$ cat config.mk
export PLATFORM = sky130hd
export DESIGN_NAME = vin_lm75_target
export DESIGN_NICKNAME = d
export VERILOG_FILES = /design/src/rtl/vin_lm75_target.sv
export SDC_FILE = /design/constraint.sdc
export NUM_CORES = 1
export LEC_CHECK = 0
export ABC_CLOCK_PERIOD_IN_PS = 2100
export CELL_PAD_IN_SITES_DETAIL_PLACEMENT = 1
export CELL_PAD_IN_SITES_GLOBAL_PLACEMENT = 2
export CORE_AREA = 3 3 125 127
export DETAILED_ROUTE_END_ITERATION = 8
export DIE_AREA = 0 0 128 130
export PLACE_DENSITY_LB_ADDON = 0.05
export REMOVE_ABC_BUFFERS = 1
export SKIP_LAST_GASP = 1
export SLEW_MARGIN = 0
export SYNTH_ARGS = -nofsm -noshare
export SYNTH_HDL_FRONTEND = slang
export SYNTH_SLANG_ARGS = --single-unit
$ cat constraint.sdc
create_clock -name clk -period 2.1 [get_ports clk]
set_input_delay 0.42 -clock clk [delete_from_list [all_inputs] [get_ports clk]]
set_output_delay 0.42 -clock clk [all_outputs]
set_load 0.02 [all_outputs]
$ cat src/rtl/vin_lm75_target.sv
// LM75-compatible I2C target: filtered SCL/SDA front end, byte-level protocol FSM,
// and the CONF/THYST/TOS register file, plus a TEMP snapshot for coherent reads.
module vin_lm75_target #(
   parameter logic [6:0]  ADDRESS   = 7'b1001000,
   parameter logic [15:0] RST_THYST = 16'h4B00,
   parameter logic [15:0] RST_TOS   = 16'h5000
) (
   input  logic        clk,
   input  logic        rst_n,
   input  logic        scl_in,
   input  logic        sda_in,
   output logic        sda_oe,
   input  logic [15:0] temp_in,
   output logic [7:0]  conf_out,
   output logic [15:0] thyst_out,
   output logic [15:0] tos_out,
   output logic        wr_strobe,
   output logic        busy
);

   typedef enum logic [2:0] {
      IDLE, ADDR, ADDR_ACK, WR_BYTE, WR_ACK, RD_BYTE, RD_ACK, IGNORE
   } state_t;

   logic [1:0]  scl_sync_q, scl_sync_d, sda_sync_q, sda_sync_d;
   logic [2:0]  scl_hist_q, scl_hist_d, sda_hist_q, sda_hist_d;
   logic        scl_f_q, scl_f_d, sda_f_q, sda_f_d;
   logic        scl_f, sda_f, scl_rise, scl_fall, start_evt, stop_evt;

   state_t      state_q, state_d;
   logic [3:0]  bit_cnt_q, bit_cnt_d;
   logic [7:0]  shift_q, shift_d, tx_q, tx_d, msb_buf_q, msb_buf_d;
   logic [7:0]  conf_q, conf_d, rd_byte;
   logic [15:0] thyst_q, thyst_d, tos_q, tos_d, temp_shadow_q, temp_shadow_d;
   logic [1:0]  ptr_q, ptr_d;
   logic        sda_oe_q, sda_oe_d, busy_q, busy_d, rw_q, rw_d;
   logic        ptr_phase_q, ptr_phase_d, msb_pending_q, msb_pending_d;
   logic        rd_lsb_q, rd_lsb_d, nack_q, nack_d, wr_strobe_q, wr_strobe_d;
   logic        load_rd;

   // Two-flop synchroniser feeding a three-sample majority vote per line.
   always_comb begin
      scl_sync_d = {scl_sync_q[0], scl_in};
      sda_sync_d = {sda_sync_q[0], sda_in};
      scl_hist_d = {scl_hist_q[1:0], scl_sync_q[1]};
      sda_hist_d = {sda_hist_q[1:0], sda_sync_q[1]};
      scl_f = (scl_hist_q[0] & scl_hist_q[1]) | (scl_hist_q[0] & scl_hist_q[2]) |
              (scl_hist_q[1] & scl_hist_q[2]);
      sda_f = (sda_hist_q[0] & sda_hist_q[1]) | (sda_hist_q[0] & sda_hist_q[2]) |
              (sda_hist_q[1] & sda_hist_q[2]);
      scl_f_d   = scl_f;
      sda_f_d   = sda_f;
      scl_rise  = scl_f & ~scl_f_q;
      scl_fall  = ~scl_f & scl_f_q;
      start_evt = scl_f & scl_f_q & sda_f_q & ~sda_f;
      stop_evt  = scl_f & scl_f_q & ~sda_f_q & sda_f;
   end

   always_comb begin
      unique case (ptr_q)
         2'd0:    rd_byte = rd_lsb_q ? temp_shadow_q[7:0] : temp_in[15:8];
         2'd1:    rd_byte = conf_q;
         2'd2:    rd_byte = rd_lsb_q ? thyst_q[7:0] : thyst_q[15:8];
         default: rd_byte = rd_lsb_q ? tos_q[7:0] : tos_q[15:8];
      endcase
   end

   always_comb begin
      state_d       = state_q;
      bit_cnt_d     = bit_cnt_q;
      shift_d       = shift_q;
      tx_d          = tx_q;
      msb_buf_d     = msb_buf_q;
      conf_d        = conf_q;
      thyst_d       = thyst_q;
      tos_d         = tos_q;
      temp_shadow_d = temp_shadow_q;
      ptr_d         = ptr_q;
      sda_oe_d      = sda_oe_q;
      busy_d        = busy_q;
      rw_d          = rw_q;
      ptr_phase_d   = ptr_phase_q;
      msb_pending_d = msb_pending_q;
      rd_lsb_d      = rd_lsb_q;
      nack_d        = nack_q;
      wr_strobe_d   = 1'b0;
      load_rd       = 1'b0;
      if (start_evt) begin
         state_d       = ADDR;
         bit_cnt_d     = 4'd0;
         sda_oe_d      = 1'b0;
         busy_d        = 1'b0;
         rd_lsb_d      = 1'b0;
         msb_pending_d = 1'b0;
      end else if (stop_evt) begin
         state_d       = IDLE;
         sda_oe_d      = 1'b0;
         busy_d        = 1'b0;
         msb_pending_d = 1'b0;
      end else begin
         case (state_q)
            ADDR: begin
               if (scl_rise) begin
                  shift_d   = {shift_q[6:0], sda_f};
                  bit_cnt_d = bit_cnt_q + 4'd1;
               end else if (scl_fall && bit_cnt_q == 4'd8) begin
                  if (shift_q[7:1] == ADDRESS) begin
                     state_d  = ADDR_ACK;
                     sda_oe_d = 1'b1;
                     busy_d   = 1'b1;
                     rw_d     = shift_q[0];
                  end else begin
                     state_d = IGNORE;
                  end
               end
            end
            ADDR_ACK: begin
               if (scl_fall) begin
                  sda_oe_d = 1'b0;
                  if (rw_q) begin
                     load_rd = 1'b1;
                  end else begin
                     state_d     = WR_BYTE;
                     bit_cnt_d   = 4'd0;
                     ptr_phase_d = 1'b1;
                  end
               end
            end
            WR_BYTE: begin
               if (scl_rise) begin
                  shift_d   = {shift_q[6:0], sda_f};
                  bit_cnt_d = bit_cnt_q + 4'd1;
               end else if (scl_fall && bit_cnt_q == 4'd8) begin
                  state_d  = WR_ACK;
                  sda_oe_d = 1'b1;
                  if (ptr_phase_q) begin
                     ptr_d         = shift_q[1:0];
                     ptr_phase_d   = 1'b0;
                     msb_pending_d = 1'b0;
                  end else if (ptr_q == 2'd1) begin
                     conf_d      = shift_q;
                     wr_strobe_d = 1'b1;
                  end else if (ptr_q != 2'd0) begin
                     // 16-bit registers only change once both halves have arrived.
                     if (!msb_pending_q) begin
                        msb_buf_d     = shift_q;
                        msb_pending_d = 1'b1;
                     end else begin
                        if (ptr_q == 2'd2) thyst_d = {msb_buf_q, shift_q};
                        else               tos_d   = {msb_buf_q, shift_q};
                        wr_strobe_d   = 1'b1;
                        msb_pending_d = 1'b0;
                     end
                  end
               end
            end
            WR_ACK: begin
               if (scl_fall) begin
                  sda_oe_d  = 1'b0;
                  state_d   = WR_BYTE;
                  bit_cnt_d = 4'd0;
               end
            end
            RD_BYTE: begin
               if (scl_rise) begin
                  bit_cnt_d = bit_cnt_q + 4'd1;
               end else if (scl_fall) begin
                  if (bit_cnt_q == 4'd8) begin
                     state_d  = RD_ACK;
                     sda_oe_d = 1'b0;
                  end else begin
                     sda_oe_d = ~tx_q[7];
                     tx_d     = {tx_q[6:0], 1'b0};
                  end
               end
            end
            RD_ACK: begin
               if (scl_rise) begin
                  nack_d = sda_f;
               end else if (scl_fall) begin
                  if (nack_q) state_d = IGNORE;
                  else        load_rd = 1'b1;
               end
            end
            default: sda_oe_d = 1'b0;
         endcase
         // First bit of each read byte goes out on the same SCL fall that loads it.
         if (load_rd) begin
            state_d   = RD_BYTE;
            bit_cnt_d = 4'd0;
            sda_oe_d  = ~rd_byte[7];
            tx_d      = {rd_byte[6:0], 1'b0};
            if (ptr_q != 2'd1) rd_lsb_d = ~rd_lsb_q;
            if (ptr_q == 2'd0 && !rd_lsb_q) temp_shadow_d = temp_in;
         end
      end
   end

   always_ff @(posedge clk or negedge rst_n) begin
      if (!rst_n) begin
         scl_sync_q    <= 2'b11;
         sda_sync_q    <= 2'b11;
         scl_hist_q    <= 3'b111;
         sda_hist_q    <= 3'b111;
         scl_f_q       <= 1'b1;
         sda_f_q       <= 1'b1;
         state_q       <= IDLE;
         bit_cnt_q     <= 4'd0;
         shift_q       <= 8'h00;
         tx_q          <= 8'h00;
         msb_buf_q     <= 8'h00;
         conf_q        <= 8'h00;
         thyst_q       <= RST_THYST;
         tos_q         <= RST_TOS;
         temp_shadow_q <= 16'h0000;
         ptr_q         <= 2'd0;
         sda_oe_q      <= 1'b0;
         busy_q        <= 1'b0;
         rw_q          <= 1'b0;
         ptr_phase_q   <= 1'b0;
         msb_pending_q <= 1'b0;
         rd_lsb_q      <= 1'b0;
         nack_q        <= 1'b0;
         wr_strobe_q   <= 1'b0;
      end else begin
         scl_sync_q    <= scl_sync_d;
         sda_sync_q    <= sda_sync_d;
         scl_hist_q    <= scl_hist_d;
         sda_hist_q    <= sda_hist_d;
         scl_f_q       <= scl_f_d;
         sda_f_q       <= sda_f_d;
         state_q       <= state_d;
         bit_cnt_q     <= bit_cnt_d;
         shift_q       <= shift_d;
         tx_q          <= tx_d;
         msb_buf_q     <= msb_buf_d;
         conf_q        <= conf_d;
         thyst_q       <= thyst_d;
         tos_q         <= tos_d;
         temp_shadow_q <= temp_shadow_d;
         ptr_q         <= ptr_d;
         sda_oe_q      <= sda_oe_d;
         busy_q        <= busy_d;
         rw_q          <= rw_d;
         ptr_phase_q   <= ptr_phase_d;
         msb_pending_q <= msb_pending_d;
         rd_lsb_q      <= rd_lsb_d;
         nack_q        <= nack_d;
         wr_strobe_q   <= wr_strobe_d;
      end
   end

   assign sda_oe    = sda_oe_q;
   assign busy      = busy_q;
   assign wr_strobe = wr_strobe_q;
   assign conf_out  = conf_q;
   assign thyst_out = thyst_q;
   assign tos_out   = tos_q;

endmodule
## After elaboration in Yosys (flattened, before gate mapping)

Index checks and enable logic that the tools add are counted.

| storage, ports and cells | value |
|---|---|
| register bits after elaboration | 101 |

| operators by class | value |
|---|---|
| bitwise logic cells | 31 |
| muxes and demuxes | 86 |
| add/sub/neg operators | 1 |
| equal/unequal tests | 40 |
| reductions and logical operators | 37 |

Operators by type and width:

| operator | count |
|---|---|
| $ne A5 B5 Y1 const B | 14 |
| $mux W8 | 8 |
| $mux W3 | 17 |
| $mux W1 | 48 |
| $mux W4 | 7 |
| $pmux W8 S3 | 1 |
| $reduce_and A6 Y1 | 4 |
| $ne A4 B4 Y1 const B | 5 |
| $reduce_and A10 Y1 | 2 |
| $pmux W3 S6 | 1 |
| $reduce_and A9 Y1 | 2 |
| $reduce_and A4 Y1 | 4 |
| $not A1 Y1 | 14 |
| $reduce_and A14 Y1 | 1 |
| $reduce_and A7 Y1 | 2 |
| $and A1 B1 Y1 | 13 |
| $pmux W4 S3 | 1 |
| $reduce_bool A2 Y1 | 6 |
| $reduce_bool A3 Y1 | 4 |
| $ne A2 B2 Y1 const B | 5 |
| $eq A3 B3 Y1 const B | 3 |
| $reduce_bool A9 Y1 | 1 |
| $eq A7 B7 Y1 const B | 1 |
| $eq A3 B2 Y1 const B | 2 |
| other kinds (21) | 29 |

## Longest topological paths before layout

| depth | value |
|---|---|
| depth in word-level cells | 13 |
| mapped depth | 9 |

## Worst setup path before layout

Ideal clock, no wire load.

| timing | value |
|---|---|
| path type | register to register |
| from | register bit_cnt_q[0] |
| to | register tos_q[10] (netlist: tos_out[10]) |
| stages on the path, launching flop included | 9 |
| data arrival time | 2086 ps |
| required time | 1975 ps |
| path slack | -111 ps |
| cells stage by stage | dfrtp_1 -> inv_1 -> ha_1 -> nand3b_1 -> or4_4 -> nor2_8 -> nand3_4 -> buf_6 -> mux2_4 |

| on the way | value |
|---|---|
| longest elaborated chain between the ends | 3 |

Ends and longest elaborated chain:

| item | RTL line | text |
|---|---|---|
| start, declared | 31 | `logic [3:0] bit_cnt_q, bit_cnt_d;` |
| start signal, assigned | 233 | `bit_cnt_q <= bit_cnt_d;` |
| $eq A4 B4 Y1 | 133 | `end else if (scl_fall && bit_cnt_q == 4'd8) begin` |
| $logic_and A1 B1 Y1 | 133 |  |
| $reduce_and A10 Y1 (no source line) | n/a |  |
| end signal, assigned | 239 | `tos_q <= tos_d;` |
| end, declared | 34 | `logic [15:0] thyst_q, thyst_d, tos_q, tos_d, temp_shadow_q, temp_shadow_d;` |

Every way passes these cells.
A chain may end at the register's enable or synchronous reset.

## Worst setup path after layout

| timing | value |
|---|---|
| from | register scl_hist_q[1] |
| to | register tos_q[13] (netlist: tos_out[13]) |

| on the way | value |
|---|---|
| longest elaborated chain between the ends | 8 |
| elaborated cells between the ends (all ways) | 17 |
| those cells by class | bitwise: 15; reduce/logical: 2 |

Ends and longest elaborated chain:

| item | RTL line | text |
|---|---|---|
| start, declared | 26 | `logic [2:0] scl_hist_q, scl_hist_d, sda_hist_q, sda_hist_d;` |
| start signal, assigned | 228 | `scl_hist_q <= scl_hist_d;` |
| $and A1 B1 Y1 | 47 | `scl_f = (scl_hist_q[0] & scl_hist_q[1]) \| (scl_hist_q[0] & scl_hist_q[2]) \|` |
| $or A1 B1 Y1 | 47 |  |
| $or A1 B1 Y1 (*) | 47 |  |
| $and A1 B1 Y1 | 55, 56 |  |
| $and A1 B1 Y1 (on tied branches) (2 in series) | 56, 55 |  |
| $not A1 Y1 (no source line) | n/a |  |
| $reduce_and A10 Y1 (no source line) (*) | n/a |  |

Mark *: on every way between the ends. The rest lies on a longest branch, timed or not.

==> reports/results.ini <==
[drt]
dr.pass1.iters = 4
dr.first_iter.drc_count = 134
routedWlPerCell_um = 20.8
routed_wl_um = 14600
vias = 3638
ant_nets = 0
drc = 0
viasPerCell = 5.19

[yosys]
ys_seq_elements = 100
syn_avg_cell_area_um2 = 12.6
async_flop_share_pct = 100
yosysTopAreaCell = dfrtp_1
ys_warn_count = 0
synth-edff-count = 0
synth_top_area_share_pct = 41.5
yosysSeqAreaShare_pct = 51.1
synth_area_leaders = dfrtp_1 42%, mux2_2 18%, dfstp_2 9.6%, mux2i_1 4.1%, mux2_4 3.0%
synth-main-ff-cell = dfrtp_1
synth.distinct_cells = 61
synth.cell_area_mm2 = 0.00494
syn_inst = 392

[job]
drv_cap = 0

[timing]
tns_ns = -0.419
fin_skew_ns = 0.00862
worst_slew_pin_slew_ns = 0.557
rsz0062_at_grt = yes
hold_violations = 0
fin_crit_ns = 2.14
setup_viol = 23
slew_headroom_pct = 62.3
drv_slew = 0
finalCritPeriodShare_pct = 102
fmax_mhz = 467
setup_ws_ns = -0.0436

[global_route]
grt_usage_pct = 18.6
grt_pass1_vias = 3987
antenna_found_initial = 0
grt_max_degree = 39
grt_overflow = 0
grt_pass1_wl_um = 23500

[worst_setup_path]
critPathKind = reg2reg
start_kind = flop
crit_fanout = 8
cp_data_required_time_ns = 2.34
critPathCaptureType = flop
arrival_ns = 2.38

[cts]
cts.sinks = 100
htree_num_levels = 3
clockRootBuffer = clkbuf_16
clk_latency_ns = 0.36
cts_tree = yes
clkTransAtPathRegs_ns = 0.07
cts_buffers = 9
cts_buffer_depth = 2

[layout]
layout-drive-gt1-share_pct = 41.0
seqCellArea_mm2 = 0.00253
area_growth_pct = 34.2
fill_cells = 1564
fin_nets = 538
antenna_cells = 0
multi_input_area_mm2 = 0.00238
utilization_pct = 45.6

[pwr]
p_total_mw = 6.24
leakage_nw = 2.99
vdd_ir_drop_max_v = 0.000465
pwr_density_cell_mw_per_mm2 = 942

[floorplan]
coreArea_mm2 = 0.0145
dieHeight_um = 130
start_util_pct = 34.0
dieWidth_um = 128
io_pins = 63
dieArea_mm2 = 0.0166
rows = 44

[placed_design]
gp_congestion = 0.802
port_buffers = 62
place_hpwl_um = 10600
place_ws_ns = -0.0639

[run_status]
violations = setup timing
status = finished with violations

[hold_path]
worstHoldPathType = in2async

kinds of logic (layout without fill, tap and decap cells):
logic type	Yosys count	in the layout	synth area share, %
multiplexers	107	107	24.6
flip-flops	100	100	51.1
AND/OR/NAND/NOR	77	77	9.50
AO/OA/AOI/OAI	70	70	10.0
buffers and inverters	28	153	2.51
adder cells (fa/ha/maj)	7	7	1.72
XOR/XNOR	3	3	0.532
layout by cell type, fill, tap and decap left out, types with 4 or more instances in the layout:
cell	instances
dfrtp_1	81
mux2_2	76
clkdlybuf4s50_1	61
buf_4	59
mux2i_1	20
nand2_1	18
dfstp_2	18
o21ai_0	16
mux2_4	11
nor2_1	9
inv_1	9
clkbuf_16	9
a222oi_1	8
a21oi_1	8
nand2b_1	8
nor2b_1	5
ha_1	5
nor3_1	4
nand3_1	4
nand3b_1	4
buf_12	4
registers in the layout (all words and copies together), names as in the netlist, 2 cells and up:
register / flops
conf_out: 8
scl_hist_q: 3
tos_out: 16
shift_q: 8
thyst_out: 16
state_q: 3
sda_hist_q: 3
ptr_q: 2
msb_buf_q: 8
sda_sync_q: 2
scl_sync_q: 2
temp_shadow_q: 8
bit_cnt_q: 4
tx_q: 7
per-layer routing:
| metal | GRT usage, % | routed length (um) | share of wire [%] |
|---|---|---|---|
| met5 | 0 | 0 | 0 |
| met4 | 4.68 | 160 | 1.1 |
| met3 | 4.54 | 530 | 3.6 |
| met2 | 29.7 | 6940 | 48 |
| met1 | 25.6 | 6940 | 48 |
synth_stat cells (all sizes together), types with 3 or more instances:
| cell | count |
|---|---|
| nor3 | 4 |
| nand2 | 20 |
| nand3b | 4 |
| nor2b | 6 |
| a31oi | 3 |
| nand3 | 5 |
| inv | 10 |
| nand2b | 9 |
| nor4 | 3 |
| nor3b | 3 |
| a21oi | 9 |
| o21ai | 19 |
| and3 | 3 |
| ha | 6 |
| a32oi | 4 |
| o22ai | 3 |
| nor2 | 11 |
| mux2 | 87 |
| a222oi | 8 |
| clkbuf | 12 |
| and2 | 3 |
| dfrtp | 82 |
| dfstp | 18 |
| buf | 6 |
| mux2i | 20 |
final timing paths:
kind,start,end,slack (ns),cells past startpoint
min in group clk,sda_sync_q[0]$_DFF_PN1_,sda_sync_q[1]$_DFF_PN1_,0.36,0
setup / recovery,scl_hist_q[1]$_DFF_PN1_,tos_out[13]$_DFFE_PN0P_,-0.04,8
hold reg to reg,sda_sync_q[0]$_DFF_PN1_,sda_sync_q[1]$_DFF_PN1_,0.36,0
max in group asynchronous,rst_n,tos_out[12]$_DFFE_PN1P_,1.40,2
setup reg to reg,scl_hist_q[1]$_DFF_PN1_,tos_out[13]$_DFFE_PN0P_,-0.04,8
hold / removal,rst_n,thyst_out[1]$_DFFE_PN0P_,0.02,1
layout make-up:
cell class / count / area share [%]
clock buffer: 10 / 3.45
clock inverter: 6 / 0.962
inverter: 10 / 0.566
multi-input combinational: 264 / 35.9
sequential: 100 / 38.1
tap: 184 / 3.47
timing repair buffer: 127 / 17.6
where the power goes:
group          leakage [nW]  switching [mW]  internal (mW)  total (mW)
clock network         0.139           0.764          0.925        1.69
registers              1.29           0.301           2.23        2.53
logic                  1.56            1.00           1.02        2.03
through the flow:
stage               hold WS [ns]  instances  instance area [um2]
detailed placement         0.350        680                 6190
floorplan                  0.124        374                 4850
global route              0.0382        701                 6630
CTS                       0.0189        698                 6500
finish                    0.0218        701                 6630
global placement           0.347        680                 6190
worst max-delay path: stages, from the launching register on:
cell and delay [ns]:
dfstp_2 0.38, a21o_1 0.18, o21ai_2 0.07, inv_2 0.07, or4_4 0.58, nor2_8 0.16, nand3_4 0.12, buf_12 0.17
mux2_4 0.29
timing repair:
action	4_1_cts	5_1_grt
pin swaps	0	4
resized for setup	2	20
hold endpoints to repair	0	0
endpoints found under the setup margin	46	64
buffers inserted	2	3
hold buffers	0	0
Power figures use the tool's default switching activity.
==> RTL change (same flow settings) <==
Register the inputs `scl_in`, `sda_in` and `temp_in` before use, cleared by the reset. The logic sees them one clock later.
--- a/src/rtl/vin_lm75_target.sv
+++ b/src/rtl/vin_lm75_target.sv
@@ -23,4 +23,20 @@
    } state_t;
 
+   logic scl_q;
+   logic sda_q;
+   logic [15:0] temp_q;
+
+   always_ff @(posedge clk or negedge rst_n) begin
+      if (!rst_n) begin
+         scl_q  <= '0;
+         sda_q  <= '0;
+         temp_q <= '0;
+      end else begin
+         scl_q  <= scl_in;
+         sda_q  <= sda_in;
+         temp_q <= temp_in;
+      end
+   end
+
    logic [1:0]  scl_sync_q, scl_sync_d, sda_sync_q, sda_sync_d;
    logic [2:0]  scl_hist_q, scl_hist_d, sda_hist_q, sda_hist_d;
@@ -41,6 +57,6 @@
    // Two-flop synchroniser feeding a three-sample majority vote per line.
    always_comb begin
-      scl_sync_d = {scl_sync_q[0], scl_in};
-      sda_sync_d = {sda_sync_q[0], sda_in};
+      scl_sync_d = {scl_sync_q[0], scl_q};
+      sda_sync_d = {sda_sync_q[0], sda_q};
       scl_hist_d = {scl_hist_q[1:0], scl_sync_q[1]};
       sda_hist_d = {sda_hist_q[1:0], sda_sync_q[1]};
@@ -59,5 +75,5 @@
    always_comb begin
       unique case (ptr_q)
-         2'd0:    rd_byte = rd_lsb_q ? temp_shadow_q[7:0] : temp_in[15:8];
+         2'd0:    rd_byte = rd_lsb_q ? temp_shadow_q[7:0] : temp_q[15:8];
          2'd1:    rd_byte = conf_q;
          2'd2:    rd_byte = rd_lsb_q ? thyst_q[7:0] : thyst_q[15:8];
@@ -192,5 +208,5 @@
             tx_d      = {rd_byte[6:0], 1'b0};
             if (ptr_q != 2'd1) rd_lsb_d = ~rd_lsb_q;
-            if (ptr_q == 2'd0 && !rd_lsb_q) temp_shadow_d = temp_in;
+            if (ptr_q == 2'd0 && !rd_lsb_q) temp_shadow_d = temp_q;
          end
       end
Check against the original RTL: same outputs for any inputs over 4 cycles, from zero or initial values and one cycle with rst_n low; that may be too few to reach the edited logic, so the function may still have changed.
==> RTL change against the original RTL <==
The flow still finishes with violations (negative setup slack). Total power increased by 36%. Worst setup slack got worse by 290 ps. Critical path depth decreased by 2. Maximum frequency decreased by 12%. Global-route usage increased by 1.4 points. Wire length increased by 7.5%. Sequential cell count increased by 18. Die area unchanged. Worst hold slack improved by 330 ps. Design area increased by 16%. Area after synthesis increased by 6.4%.
==> RTL change: results (changes against the original RTL) <==
routing:
  wl_per_cell_um: 20.9  # was 20.8 um
  drt_pass1_iterations: 5  # was 4
  vias: 3873  # was 3638
  dr.first_iter.drc_count: 141  # was 134
  viasPerCell: 5.17  # was 5.19
setup_path:
  critPathMaxStageDelay_ps: 380  # was 580 ps
  reg2reg_from: "scl_hist_q[2]$_DFF_PN1_"  # was scl_hist_q[1]$_DFF_PN1_
  crit_arrival_ps: 2730  # was 2380 ps
  reg2reg_depth: 6  # was 8
  critPathSlowestCell: "or3_4"  # was or4_4
  endpoint: "tos_out[9]$_DFFE_PN0P_"  # was tos_out[13]$_DFFE_PN0P_
place:
  io_buffers: 62  # unchanged
  place.gp.congestion: 0.861  # was 0.802
  place_inst: 710  # was 680
  dp_hpwl_um: 10900  # was 10600 um
  dp_slack_ps: -375  # was -63.9 ps
  postPlaceCellArea_sq_um: 6610  # was 6190 sq um
logic_synthesis:
  synthAdderAreaFrac_pct: 1.64  # was 1.72%
  muxShareOfSynthArea_pct: 20.3  # was 24.6%
  yosys-top-cells-count: "100 x dfrtp_1, 85 x mux2_2, 20 x nand2_1, 20 x o21ai_0, 18 x dfstp_2"  # was 82 x dfrtp_1, 77 x mux2_2, 20 x mux2i_1
  synth.area.top_cells: "dfrtp_1 48%, mux2_2 18%, dfstp_2 9.0%"  # was dfrtp_1 42%, mux2_2 18%, dfstp_2 9.6%
  synth_compound_area_share_pct: 8.97  # was 10.0%
  synthCells: 411  # was 392
  synthFlopType: "dfrtp_1"  # unchanged
  synth-seq-area-share_pct: 56.6  # was 51.1%
  yosysUniqueCellTypes: 51  # was 61
  synth_xor_area_share_pct: 0.333  # was 0.532%
sta:
  finClkSkew_ps: 8.13  # was 8.62 ps
  final.setup.tns_ps: -11480  # was -419 ps
  setup_slack_ps: -335  # was -43.6 ps
  setup_viol: 57  # was 23
  whs_ps: 348  # was 21.8 ps
  max_slew.worst_pin.slew_ps: 497  # was 557 ps
worst_hold_path:
  hold_path_class: "reg -> reg"  # was in -> async
  holdCritStartpoint: "sda_q$_DFF_PN0_"
clock_tree:
  cts_made_buffers: 17  # was 9
  clock_path_buffers: 2  # unchanged
  clock_latency_ps: 410  # was 360 ps
  htree_levels: 4  # was 3
pwr:
  leakagePower_nw: 3.39  # was 2.99 nW
  p_per_area_nw_per_um2: 1110  # was 942 nW/um^2
  ir_drop_mv: 0.607  # was 0.465 mV
global_routing:
  grt_max_degree: 43  # was 39
  grt.total_usage_pct: 20.0  # was 18.6%
  grt_pass1_vias: 4354  # was 3987
  grt_pass1_wl_um: 24900  # was 23500 um
finish:
  nets: 578  # was 538
  fillers: 1506  # was 1564
  drive_gt1_share_pct: 44.4  # was 41.0%
status:
  violations: "negative setup slack"  # unchanged
  outcome: "complete, but fails checks"  # unchanged
[RTL change: area by class of cell]
cell class	count	share of cell area [%]
Tap cell	184	2.99
Multi-Input combinational cell	266	32.4
Clock buffer	25	6.57
Timing Repair Buffer	141	16.8
Inverter	8	0.390
Sequential cell	118	38.7
Clock inverter	7	2.15
[RTL change: metal layers]
metal | part of all wire (%) | global-route usage (%)
met4 | 1.5 | 6.49
met2 | 52 | 34.2
met5 | 0 | 0
met3 | 2.4 | 4.50
met1 | 44 | 25.3
[RTL change: what timing repair did]
item | CTS | global route
endpoints found under the hold margin | 12 | 0
buffers inserted | 5 | 5
endpoints found under the setup margin | 74 | 73
resized for setup | 52 | 34
pin swaps | 12 | 14
hold buffers | 1 | 0
[RTL change: power by group]
part | leakage (nW) | internal [mW] | total (mW) | switching [mW]
logic | 1.56 | 1.26 | 2.40 | 1.14
registers | 1.51 | 2.58 | 2.84 | 0.263
clock network | 0.320 | 2.27 | 3.29 | 1.02
total | 3.39 | 6.10 | 8.52 | 2.42
